**src/rtl/mem_bus_arbiter.sv**
```systemverilog
// rtl/mem_bus_arbiter.sv - two-port round-robin arbiter for the data memory bus
module mem_bus_arbiter #(
  parameter int ADDR_W = 32,
  parameter int DATA_W = 32,
  parameter int RD_LAT = 1
) (
  input  logic              clk,
  input  logic              reset,
  input  logic              req0,
  input  logic              we0,
  input  logic [ADDR_W-1:0] addr0,
  input  logic [DATA_W-1:0] wdata0,
  output logic              gnt0,
  output logic              rvalid0,
  input  logic              req1,
  input  logic              we1,
  input  logic [ADDR_W-1:0] addr1,
  input  logic [DATA_W-1:0] wdata1,
  output logic              gnt1,
  output logic              rvalid1,
  output logic [DATA_W-1:0] rdata,
  output logic              mem_read,
  output logic              mem_write,
  output logic [ADDR_W-1:0] mem_addr,
  output logic [DATA_W-1:0] mem_wdata,
  input  logic [DATA_W-1:0] mem_rdata,
  output logic              busy
);

  typedef enum logic [1:0] {IDLE, ISSUE, WAIT} state_t;

  localparam logic [2:0] LAT = 3'(RD_LAT);

  state_t     state;
  logic       last_grant;
  logic       owner;
  logic       cmd_we;
  logic [2:0] cnt;

  logic pick;
  logic sel_we;

  // On contention the port that did not win last time goes next
  assign pick   = (req0 && req1) ? ~last_grant : req1;
  assign sel_we = pick ? we1 : we0;
  assign busy   = (state != IDLE);

  always_ff @(posedge clk or posedge reset) begin
    if (reset) begin
      state      <= IDLE;
      last_grant <= 1'b1;
      owner      <= 1'b0;
      cmd_we     <= 1'b0;
      cnt        <= 3'd0;
      gnt0       <= 1'b0;
      gnt1       <= 1'b0;
      rvalid0    <= 1'b0;
      rvalid1    <= 1'b0;
      rdata      <= '0;
      mem_read   <= 1'b0;
      mem_write  <= 1'b0;
      mem_addr   <= '0;
      mem_wdata  <= '0;
    end else begin
      gnt0      <= 1'b0;
      gnt1      <= 1'b0;
      rvalid0   <= 1'b0;
      rvalid1   <= 1'b0;
      mem_read  <= 1'b0;
      mem_write <= 1'b0;
      case (state)
        IDLE: begin
          if (req0 || req1) begin
            owner      <= pick;
            last_grant <= pick;
            cmd_we     <= sel_we;
            mem_addr   <= pick ? addr1 : addr0;
            if (sel_we) begin
              mem_wdata <= pick ? wdata1 : wdata0;
            end
            mem_write <= sel_we;
            mem_read  <= ~sel_we;
            gnt0      <= ~pick;
            gnt1      <= pick;
            state     <= ISSUE;
          end
        end
        ISSUE: begin
          if (cmd_we) begin
            state <= IDLE;
          end else begin
            cnt   <= LAT;
            state <= WAIT;
          end
        end
        WAIT: begin
          // Last wait cycle is the one where memory presents the read data
          if (cnt == 3'd1) begin
            rdata   <= mem_rdata;
            rvalid0 <= ~owner;
            rvalid1 <= owner;
            cnt     <= 3'd0;
            state   <= IDLE;
          end else begin
            cnt <= cnt - 3'd1;
          end
        end
        default: state <= IDLE;
      endcase
    end
  end

endmodule

```
**config.mk**
```make
export PLATFORM = sky130hd
export DESIGN_NAME = mem_bus_arbiter
export DESIGN_NICKNAME = d
export VERILOG_FILES = /design/src/rtl/mem_bus_arbiter.sv
export SDC_FILE = /design/constraint.sdc
export NUM_CORES = 1
export LEC_CHECK = 0
export CORE_MARGIN = 5
export CORE_UTILIZATION = 35
export CTS_CLUSTER_DIAMETER = 120
export DETAILED_ROUTE_END_ITERATION = 16
export DONT_BUFFER_PORTS = 1
export MAX_ROUTING_LAYER = met4
export PLACE_DENSITY_LB_ADDON = 0.15
export SYNTH_ARGS = -nofsm -noshare
export SYNTH_HDL_FRONTEND = slang
export SYNTH_SLANG_ARGS = --single-unit
```
**constraint.sdc**
```tcl
create_clock -name clk -period 9.3 [get_ports clk]
set_input_delay 1.395 -clock clk [delete_from_list [all_inputs] [get_ports clk]]
set_output_delay 1.395 -clock clk [all_outputs]
set_load 0.05 [all_outputs]
```
# Word-level counts from Yosys, hierarchy flattened
# Index checks and enable logic that the tools add are counted.
word_totals:
  ff_bits: 110
  inputBits: 166
  out_inout_bits: 103
classes:
  add_sub_neg: 1
  n_eq_ne: 6
  n_mux: 23
  bitwise: 4
  n_reduce_logical: 10
ops:
  columns: ["op", "n"]
  rows:
  - ["two-way mux 32 bit", 2]
  - ["two-way mux 1 bit", 14]
  - ["AND reduction 2 bit", 4]
  - ["two-way mux 2 bit", 3]
  - ["two-way mux 3 bit", 2]
  - ["!= test 2 bit, second input constant", 3]
  - ["one-hot mux 2 bit (3 select lines)", 1]
  - ["one-hot mux 3 bit (2 select lines)", 1]
  - ["inverter 1 bit", 4]
  - ["nonzero test 2 bit", 2]
  - ["equality test 3 x 1 -> 1 bit, second input constant", 1]
  - ["AND reduction 3 bit", 1]
  - ["subtractor 3 x 1 -> 3 bit, second input constant", 1]
  - ["equality test 2 x 1 -> 1 bit, second input constant", 1]
  - ["equality test 2 bit, second input constant", 1]
  - ["logical NOT 2 bit", 1]
  - ["logical AND 1 bit", 1]
  - ["logical OR 1 bit", 1]

# Logic depth before layout (Yosys ltp)
# Gate-level depths: netlist of run 1.
depth:
  word_depth: 6
  ltp_mapped: 6

# Worst setup path before layout of run 1
# No wires, ideal clock.
synth_path:
  kind: "input to register"
  from: "input port req1"
  to: "register mem_wdata[0]"
  setup_ps: 126
  t_arrival_ps: 2393
  setup_slack_ps: 6781
  path_stages: 5
  path_buffers: 2
  cell_sequence: "a21bo_2 clkbuf_1 clkbuf_1 or3_1 o311a_1"
synth_between:
  elab_chain_len: 4
  word_cells_on_any_way: 6
  cone_classes: "3 x mux; 3 x reduce/logical"
synth_lines:
  columns: ["item", "line", "rtl"]
  rows:
  - ["start, declared", "15", "input logic req1,"]
  - ["logical AND 1 bit", "44", "assign pick = (req0 && req1) ? ~last_grant : req1;"]
  - ["two-way mux 1 bit", "44", null]
  - ["two-way mux 1 bit", "45", "assign sel_we = pick ? we1 : we0;"]
  - ["AND reduction 3 bit (no line)", null, null]
  - ["end signal, assigned", "79", "mem_wdata <= pick ? wdata1 : wdata0;"]
  - ["end, declared", "25", "output logic [DATA_W-1:0] mem_wdata,"]
# Several ways; a longest one is shown, not always the timed one.
# A chain may end at the register's enable or synchronous reset.

# Worst setup path in the final report of run 1
layout_path:
  from: "register state[0]"
  to: "output port busy"
layout_between:
  elab_chain_len: 1
layout_lines:
  columns: ["item", "line", "rtl"]
  rows:
  - ["start, declared", "34", "state_t state;"]
  - ["start signal, assigned", "50", "state <= IDLE;"]
  - ["start signal, assigned", "85", "state <= ISSUE;"]
  - ["start signal, assigned", "90", "state <= IDLE;"]
  - ["nonzero test 2 bit", "46", "assign busy = (state != IDLE);"]
  - ["end, declared", "27", "output logic busy"]
# No other way between the ends.

==> results of run 1 <==
worst max path at each step:
stage	cells after the start	startpoint	to	slack (ns)
finish	3	state[0]	busy	6.35
detailed placement	4	we1	mem_wdata[5]	6.04
CTS	3	state[1]	busy	6.31
global route	3	state[0]	busy	6.19
floorplan	1	reset	cmd_we	5.00
global placement	4	we1	mem_wdata[13]	6.04
worst reg2reg max path, cell delays in order (launching register included):
cell and delay (ns):
sky130_fd_sc_hd__dfrtp_1 0.45, sky130_fd_sc_hd__or3b_1 0.77, sky130_fd_sc_hd__nor2_2 0.55, sky130_fd_sc_hd__buf_4 0.36
sky130_fd_sc_hd__o311a_1 0.20
through the flow:
| step | hold WS [ns] | instances | utilization, % | total power [mW] | worst slack, ns |
|---|---|---|---|---|---|
| 2_1_floorplan | 0.4170 | 377 | - | 1.991 | 5.004 |
| 3_3_place_gp | 0.4369 | 528 | 37.11 | 2.132 | 6.044 |
| 3_5_place_dp | 0.4377 | 528 | 37.11 | 2.152 | 6.037 |
| 4_1_cts | 0.4476 | 544 | 39.59 | 2.579 | 6.309 |
| 5_1_grt | 0.4621 | 546 | 39.62 | 2.669 | 6.190 |
| 6_report | 0.4437 | 546 | 39.62 | 2.549 | 6.352 |
cell families (layout without fill, tap and decap cells):
kind of cell / Yosys count / after routing / synth area share (%)
AND/OR/NAND/NOR: 114 / 114 / 15.15
flip-flops: 110 / 110 / 57.50
AO/OA/AOI/OAI: 72 / 72 / 14.52
buffers and inverters: 42 / 33 / 3.710
multiplexers: 36 / 36 / 8.412
adder cells (fa/ha/maj): 2 / 2 / 0.5224
XOR/XNOR: 1 / 1 / 0.1829
other: 0 / 2 / 0
synth_stat cells, drive strengths merged, types with 3 or more instances:
cell,count
o311a,32
nor2b,3
clkbuf,25
inv,7
mux2,34
a221o,31
dfrtp,109
or3,64
buf,10
nor2,5
and3,31
power groups by stage:
stage / Clock [mW] / Combinational (mW) / Sequential [mW]
floorplan: 0 / 0.419 / 1.57
global placement: 0 / 0.482 / 1.65
detailed placement: 0 / 0.505 / 1.65
CTS: 0.437 / 0.502 / 1.64
global route: 0.456 / 0.553 / 1.66
finish: 0.422 / 0.494 / 1.63
flip-flops by register name (all words and copies together) (netlist names):
name        flops
cmd_we          1
cnt             3
gnt0            1
gnt1            1
last_grant      1
mem_addr       32
mem_read        1
mem_wdata      32
mem_write       1
owner           1
rdata          32
rvalid0         1
rvalid1         1
state           2
routing by layer:
metal	share of wire (%)	global-route usage, %	up-vias
li1	-	-	1420
met1	40	19.75	1581
met2	49	25.81	169
met3	8.7	4.716	22
met4	2.4	7.003	0
met5	0	-	-
area by class of cell:
| cell class | count | area [um^2] | area share (%) |
|---|---|---|---|
| sequential | 110 | 2754 | 52.07 |
| multi-input combinational | 225 | 1876 | 35.46 |
| clock buffer | 10 | 239.0 | 4.519 |
| tap | 176 | 220.2 | 4.164 |
| clock inverter | 6 | 91.34 | 1.727 |
| timing repair buffer | 10 | 75.07 | 1.419 |
| inverter | 7 | 28.78 | 0.5441 |
| antenna | 2 | 5.005 | 0.09463 |
==> out/results.txt, run 1 <==
Fraction of layout cells with a size suffix above 1 = 18.48%
Most common cell after layout, fill and taps aside = sky130_fd_sc_hd__dfrtp_1
Final min period = 2.948 ns
CTS tree = built
Most used cells in the layout excluding fill and tap cells = sky130_fd_sc_hd__dfrtp_1 (109), sky130_fd_sc_hd__or3_1 (64), sky130_fd_sc_hd__mux2_2 (32), sky130_fd_sc_hd__o311a_1 (32)
Port bufs = 0
Hold-fix buffer count after cts = 0
Number of nets produced by synthesis = 545
Netlist Area Pre-Place = 0.004790 mm^2
Floorplan Core Area = 0.01335 mm^2
Startpoint of the most critical hold path = owner
Post-CTS setup buffers = 0
Dominant register cell in the synthesized netlist = sky130_fd_sc_hd__dfrtp_1
DRC violations left = 0
End of the worst register-to-register path = mem_wdata[16]
Hold Path Stages = 1
Cell type with the largest total area after synthesis = sky130_fd_sc_hd__dfrtp_1
Vias in the first global route = 3510
Total power divided by cell area = 481.9 mW/mm^2
Worst-case register-to-register setup slack = 6.91 ns
Max-Cap Viols = 0
Worst Hold End = rvalid0
IO Pins = 269
Top delay family on crit path = buffers and inverters
Switch share = 52.96%
Number of distinct library cell variants in the gate-level netlist after synthesis = 34
Post-Synthesis Mean Instance Area = 12.70 um^2
CP arrival = 1.55 ns
Die ar. = 0.01612 mm^2
Number of antenna violations at the first check in global routing = 2
Total of warnings raised by yosys = 0
# setup viols final = 0
Worst-case headroom to the max-slew limit = 40.86%
Clock transition time at the flip-flop clock pins of the worst setup and hold paths = 0.07 ns
Clock sinks = 110
Final Wtd Congestion = 0.7398
Crit path buffers/inverters = 2
Relative area change from synthesis to final layout = 10.42%
Cts bufs inserted = 9
Overall track demand over capacity in global routing = 16.38%
Fill cell instance count of the final layout = 1259
First-pass GRT wire length = 20.40 mm
Dominant cells by area after synthesis = sky130_fd_sc_hd__dfrtp_1 (57%), sky130_fd_sc_hd__or3_1 (8.4%), sky130_fd_sc_hd__mux2_2 (7.5%)
EDFF count, synth = 0
Launch instance of the worst register-to-register path = state[0]
Area after DPL = 0.004954 mm^2
Run status = finished clean
CTS resizes = 0
Count of TritonRoute iterations in the first routing pass = 4
Leakage = 2.267 nW
Sequential-to-total area share from yosys stat = 57.50%
Slowest stage cell, crit path = sky130_fd_sc_hd__inv_1
Final Hold Viols = 0
Final routed wire length divided by cell count = 24.17 um
CTS HTree Levels = 3
Cell at the root of the clock tree = sky130_fd_sc_hd__clkbuf_16
Grt ovf = 0
Maximum fanout count along the critical path = 33
Clock Skew = 0.008207 ns
Share of the synthesized area in the top cell type = 56.95%
Hpwl dp = 9.463 mm
Kind of capture point of the worst setup path = output pin
Num rows = 42
Number of pins with negative max-slew slack in the final report = 0
Combinational group share of total power = 19.4%
Sw power = 1.350 mW
Starting Density = 35.88%
Pin count of the biggest net entering global routing = 66
Die Y = 127.0 um
Clk network pwr share = 16.6%
Drt first-iter violations = 231
Measured slew at the worst slew-check pin = 0.8870 ns
IR drop worst, VDD = 196.1 uV
CP Launch Type = flip-flop
CP max stage delay = 0.46 ns
Total non-filler cell area in the finished layout = 0.005289 mm^2
Final routed wirelength across all metal layers = 13.20 mm
Unrepaired setup endpoints after global routing = false
Class of the worst hold path = flip-flop to flip-flop
Via Count = 3192
Cell-by-cell trace of the critical path = nor2_1 > buf_4 > inv_1
Crit share post-route = 31.70%
Clock tree buffer depth = 2
Insertion delay of the later-clocked pin in the worst-skew pair = 0.35 ns
Register bit count reported by yosys = 110
Highest clock rate = 339.2 MHz
Mapped Cells = 377
Net count, final = 531
Type of the worst setup path = flip-flop to output pin
Number of nets with antenna violations after detailed routing = 0
Worst endpoint required time = 7.91 ns
Internal power = 1.199 mW
Worst-case reg-to-reg path depth = 4
Fraction of registers with async set/reset = 100.0%
Via density per instance = 5.846
Sequential cell fraction of total power = 64.1%
Horizontal extent of the die = 127.0 um
Total negative slack for setup checks = 0 ns
Note: power is estimated with default switching activity, not from simulation.
==> run 2: changes to the inputs <==
Clock period 9.3 ns to 2.7 ns, I/O delays scaled along.
==> run 2 against run 1 <==
Combinational power grew to 3.5 times the previous value; critical path depth is 2 higher; flip-flop and latch count stayed put; final area is 1.3% higher; via count hardly changed; sequential power grew to 3.4 times the previous value; first-iteration DRC count is 42% lower; register-to-register slack worse by 6.3 ns; clock power grew to 3.3 times the previous value; critical path type is now flip-flop to flip-flop; largest power group unchanged.
==> out/results.txt, run 2 (synthesis results as in run 1) <==
Die Y = 127.0 um (unchanged)
Fraction of layout cells with a size suffix above 1 = 19.84% (was 18.48%)
CP arrival = 2.41 ns (was 1.55 ns)
End of the worst register-to-register path = mem_addr[28] (was mem_wdata[16])
First-pass GRT wire length = 19.74 mm (was 20.40 mm)
Most common cell after layout, fill and taps aside = sky130_fd_sc_hd__dfrtp_1 (unchanged)
Measured slew at the worst slew-check pin = 1.035 ns (was 0.8870 ns)
Kind of capture point of the worst setup path = flip-flop (was output pin)
Launch instance of the worst register-to-register path = state[0] (unchanged)
Number of nets with antenna violations after detailed routing = 0 (unchanged)
Via Count = 3190 (was 3192)
Class of the worst hold path = primary input to flip-flop (was flip-flop to flip-flop)
Final routed wirelength across all metal layers = 12.67 mm (was 13.20 mm)
Final min period = 2.131 ns
Overall track demand over capacity in global routing = 15.93% (was 16.38%)
Grt ovf = 0 (unchanged)
Unrepaired setup endpoints after global routing = false (unchanged)
IO Pins = 269 (unchanged)
Worst setup path start = state[0] (unchanged)
Total power divided by cell area = 1629 mW/mm^2 (was 481.9 mW/mm^2)
Biggest registers after layout = mem_addr: 32 flops, mem_wdata: 32 flops, rdata: 32 flops (unchanged)
Floorplan Core Area = 0.01335 mm^2 (unchanged)
Worst-case reg-to-reg path depth = 5 (was 4)
Drt first-iter violations = 133 (was 231)
Type of the worst setup path = flip-flop to flip-flop (was flip-flop to output pin)
Leakage = 2.295 nW (was 2.267 nW)
Net count, final = 536 (was 531)
CTS tree = built (unchanged)
Via density per instance = 5.800 (was 5.846)
Critical Path End = mem_addr[28] (was busy)
Worst-case register-to-register setup slack = 0.57 ns (was 6.91 ns)
DRC violations left = 0 (unchanged)
Total negative slack for setup checks = 0 ns (unchanged)
Fill cell instance count of the final layout = 1241 (was 1259)
Relative area change from synthesis to final layout = 11.81% (was 10.42%)
Worst-case headroom to the max-slew limit = 30.58% (was 40.86%)
Hpwl dp = 9.342 mm (was 9.463 mm)
Max-Cap Viols = 0 (unchanged)
Maximum fanout count along the critical path = 32 (was 33)
Clock transition time at the flip-flop clock pins of the worst setup and hold paths = 0.08 ns (was 0.07 ns)
IR drop worst, VDD = 793.4 uV (was 196.1 uV)
Run status = finished clean (unchanged)
# setup viols final = 0 (unchanged)
Final Hold Viols = 0 (unchanged)
CTS HTree Levels = 3 (unchanged)
Insertion delay of the later-clocked pin in the worst-skew pair = 0.34 ns (was 0.35 ns)
Cell at the root of the clock tree = sky130_fd_sc_hd__clkbuf_16 (unchanged)
Starting Density = 35.88% (unchanged)
Number of pins with negative max-slew slack in the final report = 0 (unchanged)
Worst slack, placed = 0.5412 ns (was 6.037 ns)
Clock Skew = 0.008777 ns (was 0.008207 ns)
CP Launch Type = flip-flop (unchanged)
Worst endpoint required time = 2.98 ns (was 7.91 ns)
Final routed wire length divided by cell count = 23.03 um (was 24.17 um)
Pin count of the biggest net entering global routing = 59 (was 66)
PnR worst setup slack = 0.5689 ns (was 6.352 ns)
Count of TritonRoute iterations in the first routing pass = 4 (unchanged)
Final Wtd Congestion = 0.7912 (was 0.7398)
Highest clock rate = 469.2 MHz
Horizontal extent of the die = 127.0 um (unchanged)
Crit share post-route = 78.93%
Most used cells in the layout excluding fill and tap cells = sky130_fd_sc_hd__dfrtp_1 (109), sky130_fd_sc_hd__or3_1 (64), sky130_fd_sc_hd__mux2_2 (32), sky130_fd_sc_hd__o311a_1 (32) (unchanged)
Cts bufs inserted = 9 (unchanged)
Clock tree buffer depth = 2 (unchanged)
Number of antenna violations at the first check in global routing = 1 (was 2)
Port bufs = 0 (unchanged)
Vias in the first global route = 3491 (was 3510)
Die ar. = 0.01612 mm^2 (unchanged)
Num rows = 42 (unchanged)
Clock sinks = 110 (unchanged)
-- run 2: metal layers --
| metal | wire, um | global-route usage, % |
|---|---|---|
| met1 | 4873 | 19.09 |
| met2 | 6237 | 24.78 |
| met3 | 1265 | 4.967 |
| met4 | 289 | 7.129 |
| met5 | 0 | - |
-- run 2: how the worst min path moves through the flow --
stage              start            to  slack [ns]  cells after the start
6_report       addr0[19]  mem_addr[19]        0.20                      1
3_5_place_dp       reset      rdata[5]        0.31                      1
2_1_floorplan      owner       rvalid0        0.42                      1
3_3_place_gp       reset     rdata[13]        0.31                      1
5_1_grt         addr0[8]   mem_addr[8]        0.17                      1
4_1_cts         addr0[8]   mem_addr[8]        0.17                      1
-- run 2: worst max-delay path, cell delays in order, from the launching register on --
cell	delay, ns
sky130_fd_sc_hd__dfrtp_1	0.42
sky130_fd_sc_hd__nor2_2	0.41
sky130_fd_sc_hd__inv_1	0.41
sky130_fd_sc_hd__nor3b_4	0.25
sky130_fd_sc_hd__buf_4	0.35
sky130_fd_sc_hd__a221o_1	0.20
-- run 2: power by group --
part / leakage, nW / internal [mW] / total [mW] / switching (mW)
registers: 1.31 / 2.39 / 5.59 / 3.20
clock network: 0.157 / 0.779 / 1.38 / 0.605
logic: 0.827 / 0.931 / 1.75 / 0.818
-- run 2: repair_timing --
action                                 in CTS  in global routing
hold buffers                                1                  0
endpoints found under the hold margin      15                  0
setup buffers                               0                  0
gates resized for setup                     0                  0
-- run 2: final cells by class --
class / instances / area (um^2) / share of cell area, %
sequential: 110 / 2754 / 51.43
multi-input combinational: 225 / 1882 / 35.14
clock buffer: 11 / 252.7 / 4.720
tap: 176 / 220.2 / 4.112
timing repair buffer: 15 / 152.6 / 2.850
clock inverter: 5 / 61.31 / 1.145
inverter: 7 / 30.03 / 0.5607
antenna: 1 / 2.502 / 0.04673
-- run 2: per-stage QoR --
stage	util, %	power, mW	std cells	area [um^2]	hold slack, ns
after floorplan	-	6.859	377	4793	0.4170
after global placement	37.67	7.381	532	5029	0.3112
after detailed placement	37.67	7.437	532	5029	0.3077
after CTS	40.10	8.840	549	5353	0.1742
after global routing	40.12	9.156	550	5355	0.1744
final	40.12	8.725	550	5355	0.1953
==> run 3: changes to the inputs <==
Clock period 2.7 ns to 2.2 ns, I/O delays scaled along.
==> run 3 against run 2 <==
Cell count increased by 0.55%; critical path type unchanged; critical path depth decreased by 1; final area about the same; register-to-register slack got worse by 0.15 ns; clock skew decreased by 0.0027 ns; die area unchanged; largest cell class unchanged; critical endpoint is now rdata[8]; largest power group unchanged.
==> out/results.txt, run 3 (synthesis results as in run 1) <==
Relative area change from synthesis to final layout = 11.89% (was 11.81%)
Num rows = 42 (unchanged)
Worst endpoint required time = 2.43 ns (was 2.98 ns)
Overall track demand over capacity in global routing = 16.05% (was 15.93%)
Via density per instance = 5.986 (was 5.800)
Maximum fanout count along the critical path = 25 (was 32)
PnR worst setup slack = 0.4230 ns (was 0.5689 ns)
CTS HTree Levels = 3 (unchanged)
Sequential cell fraction of total power = 64.2% (was 64.1%)
Leakage = 2.295 nW (about the same)
Measured slew at the worst slew-check pin = 1.045 ns (was 1.035 ns)
IO Pins = 269 (unchanged)
Clock tree buffer depth = 2 (unchanged)
Highest clock rate = 562.7 MHz (was 469.2 MHz)
Cts bufs inserted = 9 (unchanged)
Run status = finished clean (unchanged)
CTS tree = built (unchanged)
Type of the worst setup path = flip-flop to flip-flop (unchanged)
Number of nets with antenna violations after detailed routing = 0 (unchanged)
Worst-case headroom to the max-slew limit = 29.90% (was 30.58%)
Horizontal extent of the die = 127.0 um (unchanged)
Sw power = 5.681 mW (was 4.625 mW)
Clock transition time at the flip-flop clock pins of the worst setup and hold paths = 0.07 ns (was 0.08 ns)
Internal power = 5.018 mW (was 4.100 mW)
Total non-filler cell area in the finished layout = 0.005359 mm^2 (was 0.005355 mm^2)
Number of pins with negative max-slew slack in the final report = 0 (unchanged)
Final routed wire length divided by cell count = 23.22 um (was 23.03 um)
Hpwl dp = 9.388 mm (was 9.342 mm)
DRC violations left = 0 (unchanged)
Fraction of layout cells with a size suffix above 1 = 20.48% (was 19.84%)
Via Count = 3310 (was 3190)
Post-CTS setup buffers = 0 (unchanged)
CP arrival = 2.01 ns (was 2.41 ns)
Kind of capture point of the worst setup path = flip-flop (unchanged)
Area after DPL = 0.005039 mm^2 (was 0.005029 mm^2)
Total negative slack for setup checks = 0 ns (unchanged)
# setup viols final = 0 (unchanged)
Final routed wirelength across all metal layers = 12.84 mm (was 12.67 mm)
IR drop worst, VDD = 790.4 uV (was 793.4 uV)
Worst slack, placed = 0.4088 ns (was 0.5412 ns)
Core Util, Final = 40.15% (was 40.12%)
Drt first-iter violations = 198 (was 133)
First-pass GRT wire length = 19.79 mm (was 19.74 mm)
Clock Skew = 0.006087 ns (was 0.008777 ns)
Vias in the first global route = 3479 (was 3491)
Grt ovf = 0 (unchanged)
CTS resizes = 0 (unchanged)
Number of antenna violations at the first check in global routing = 1 (unchanged)
Switch share = 53.10% (was 53.01%)
Max-Cap Viols = 0 (unchanged)
CP Launch Type = flip-flop (unchanged)
Final Hold Viols = 0 (unchanged)
Die Y = 127.0 um (unchanged)
Combinational group share of total power = 20.4% (was 20.0%)
Port bufs = 0 (unchanged)
Pin count of the biggest net entering global routing = 76 (was 59)
Clock sinks = 110 (unchanged)
Class of the worst hold path = primary input to flip-flop (unchanged)
Insertion delay of the later-clocked pin in the worst-skew pair = 0.35 ns (was 0.34 ns)
Crit share post-route = 80.77% (was 78.93%)
Final min period = 1.777 ns (was 2.131 ns)
Final Wtd Congestion = 0.7905 (was 0.7912)
Most common cell after layout, fill and taps aside = sky130_fd_sc_hd__dfrtp_1 (unchanged)
Count of TritonRoute iterations in the first routing pass = 4 (unchanged)
Net count, final = 539 (was 536)
Die ar. = 0.01612 mm^2 (unchanged)
Floorplan Core Area = 0.01335 mm^2 (unchanged)
PnR Total Power = 10.70 mW (was 8.725 mW)
Biggest registers after layout = mem_addr: 32 flops, mem_wdata: 32 flops, rdata: 32 flops (unchanged)
Unrepaired setup endpoints after global routing = false (unchanged)
Starting Density = 35.88% (unchanged)
Total power divided by cell area = 1997 mW/mm^2 (was 1629 mW/mm^2)
Cell at the root of the clock tree = sky130_fd_sc_hd__clkbuf_16 (unchanged)
Clk network pwr share = 15.4% (was 15.9%)
Most used cells in the layout excluding fill and tap cells = sky130_fd_sc_hd__dfrtp_1 (109), sky130_fd_sc_hd__or3_1 (64), sky130_fd_sc_hd__mux2_2 (32), sky130_fd_sc_hd__o311a_1 (32) (unchanged)
## run 3: changes by cell type in the layout (fill, tap and decap cells not counted)
cell,change
sky130_fd_sc_hd__buf_4,+4
sky130_fd_sc_hd__buf_12,-1
sky130_fd_sc_hd__inv_6,-2
sky130_fd_sc_hd__clkbuf_8,-1
sky130_fd_sc_hd__clkinv_4,+2
sky130_fd_sc_hd__clkinvlp_4,+1
## run 3: path summary, 6_finish.rpt
path	endpoint	from	cells after the start	slack, ns
min	rdata[21]	mem_rdata[21]	1	0.12
max reg2reg	rdata[8]	state[0]	4	0.42
max	rdata[8]	state[0]	4	0.42
max in group asynchronous	mem_addr[12]	reset	3	1.24
min in group asynchronous	rdata[5]	reset	3	0.59
min reg2reg	rvalid0	owner	1	0.45
## run 3: per-layer routing
| metal | share of wire [%] | vias to the layer above | track usage [%] |
|---|---|---|---|
| met5 | 0 | - | - |
| met4 | 2.2 | 0 | 6.688 |
| met3 | 10 | 19 | 6.052 |
| met2 | 51 | 188 | 26.31 |
| met1 | 37 | 1663 | 17.61 |
| li1 | - | 1440 | - |
## run 3: timing repair
action,CTS,global route
hold buffers,1,0
setup endpoints to repair,0,0
hold endpoints to repair,74,0
## run 3: per-stage QoR
stage,cells,hold WS [ns]
final,553,0.1217
after detailed placement,535,0.3645
after CTS,552,0.08926
after global placement,535,0.3592
after global routing,553,0.09676
after floorplan,377,0.4170
## run 3: worst max-delay path: stages (launching register included)
cell,delay [ns]
sky130_fd_sc_hd__dfrtp_1,0.42
sky130_fd_sc_hd__and2b_1,0.30
sky130_fd_sc_hd__nor3b_4,0.22
sky130_fd_sc_hd__buf_4,0.34
sky130_fd_sc_hd__mux2_2,0.38
## run 3: final cells by class
| type | count | area (um^2) |
|---|---|---|
| Multi-Input combinational cell | 225 | 1882 |
| Inverter | 7 | 30.03 |
| Fill cell | 1269 | 7989 |
| Tap cell | 176 | 220.2 |
| Clock buffer | 10 | 239.0 |
| Clock inverter | 6 | 68.82 |
| Antenna cell | 1 | 2.502 |
| Timing Repair Buffer | 18 | 162.7 |
| Sequential cell | 110 | 2754 |
## run 3: power groups by stage
stage	Clock, mW	Sequential [mW]	Combinational [mW]
after floorplan	0	6.65	1.77
after detailed placement	0	6.94	2.22
after global routing	1.79	6.99	2.43
after CTS	1.73	6.90	2.21
final	1.65	6.87	2.18
after global placement	0	6.95	2.14
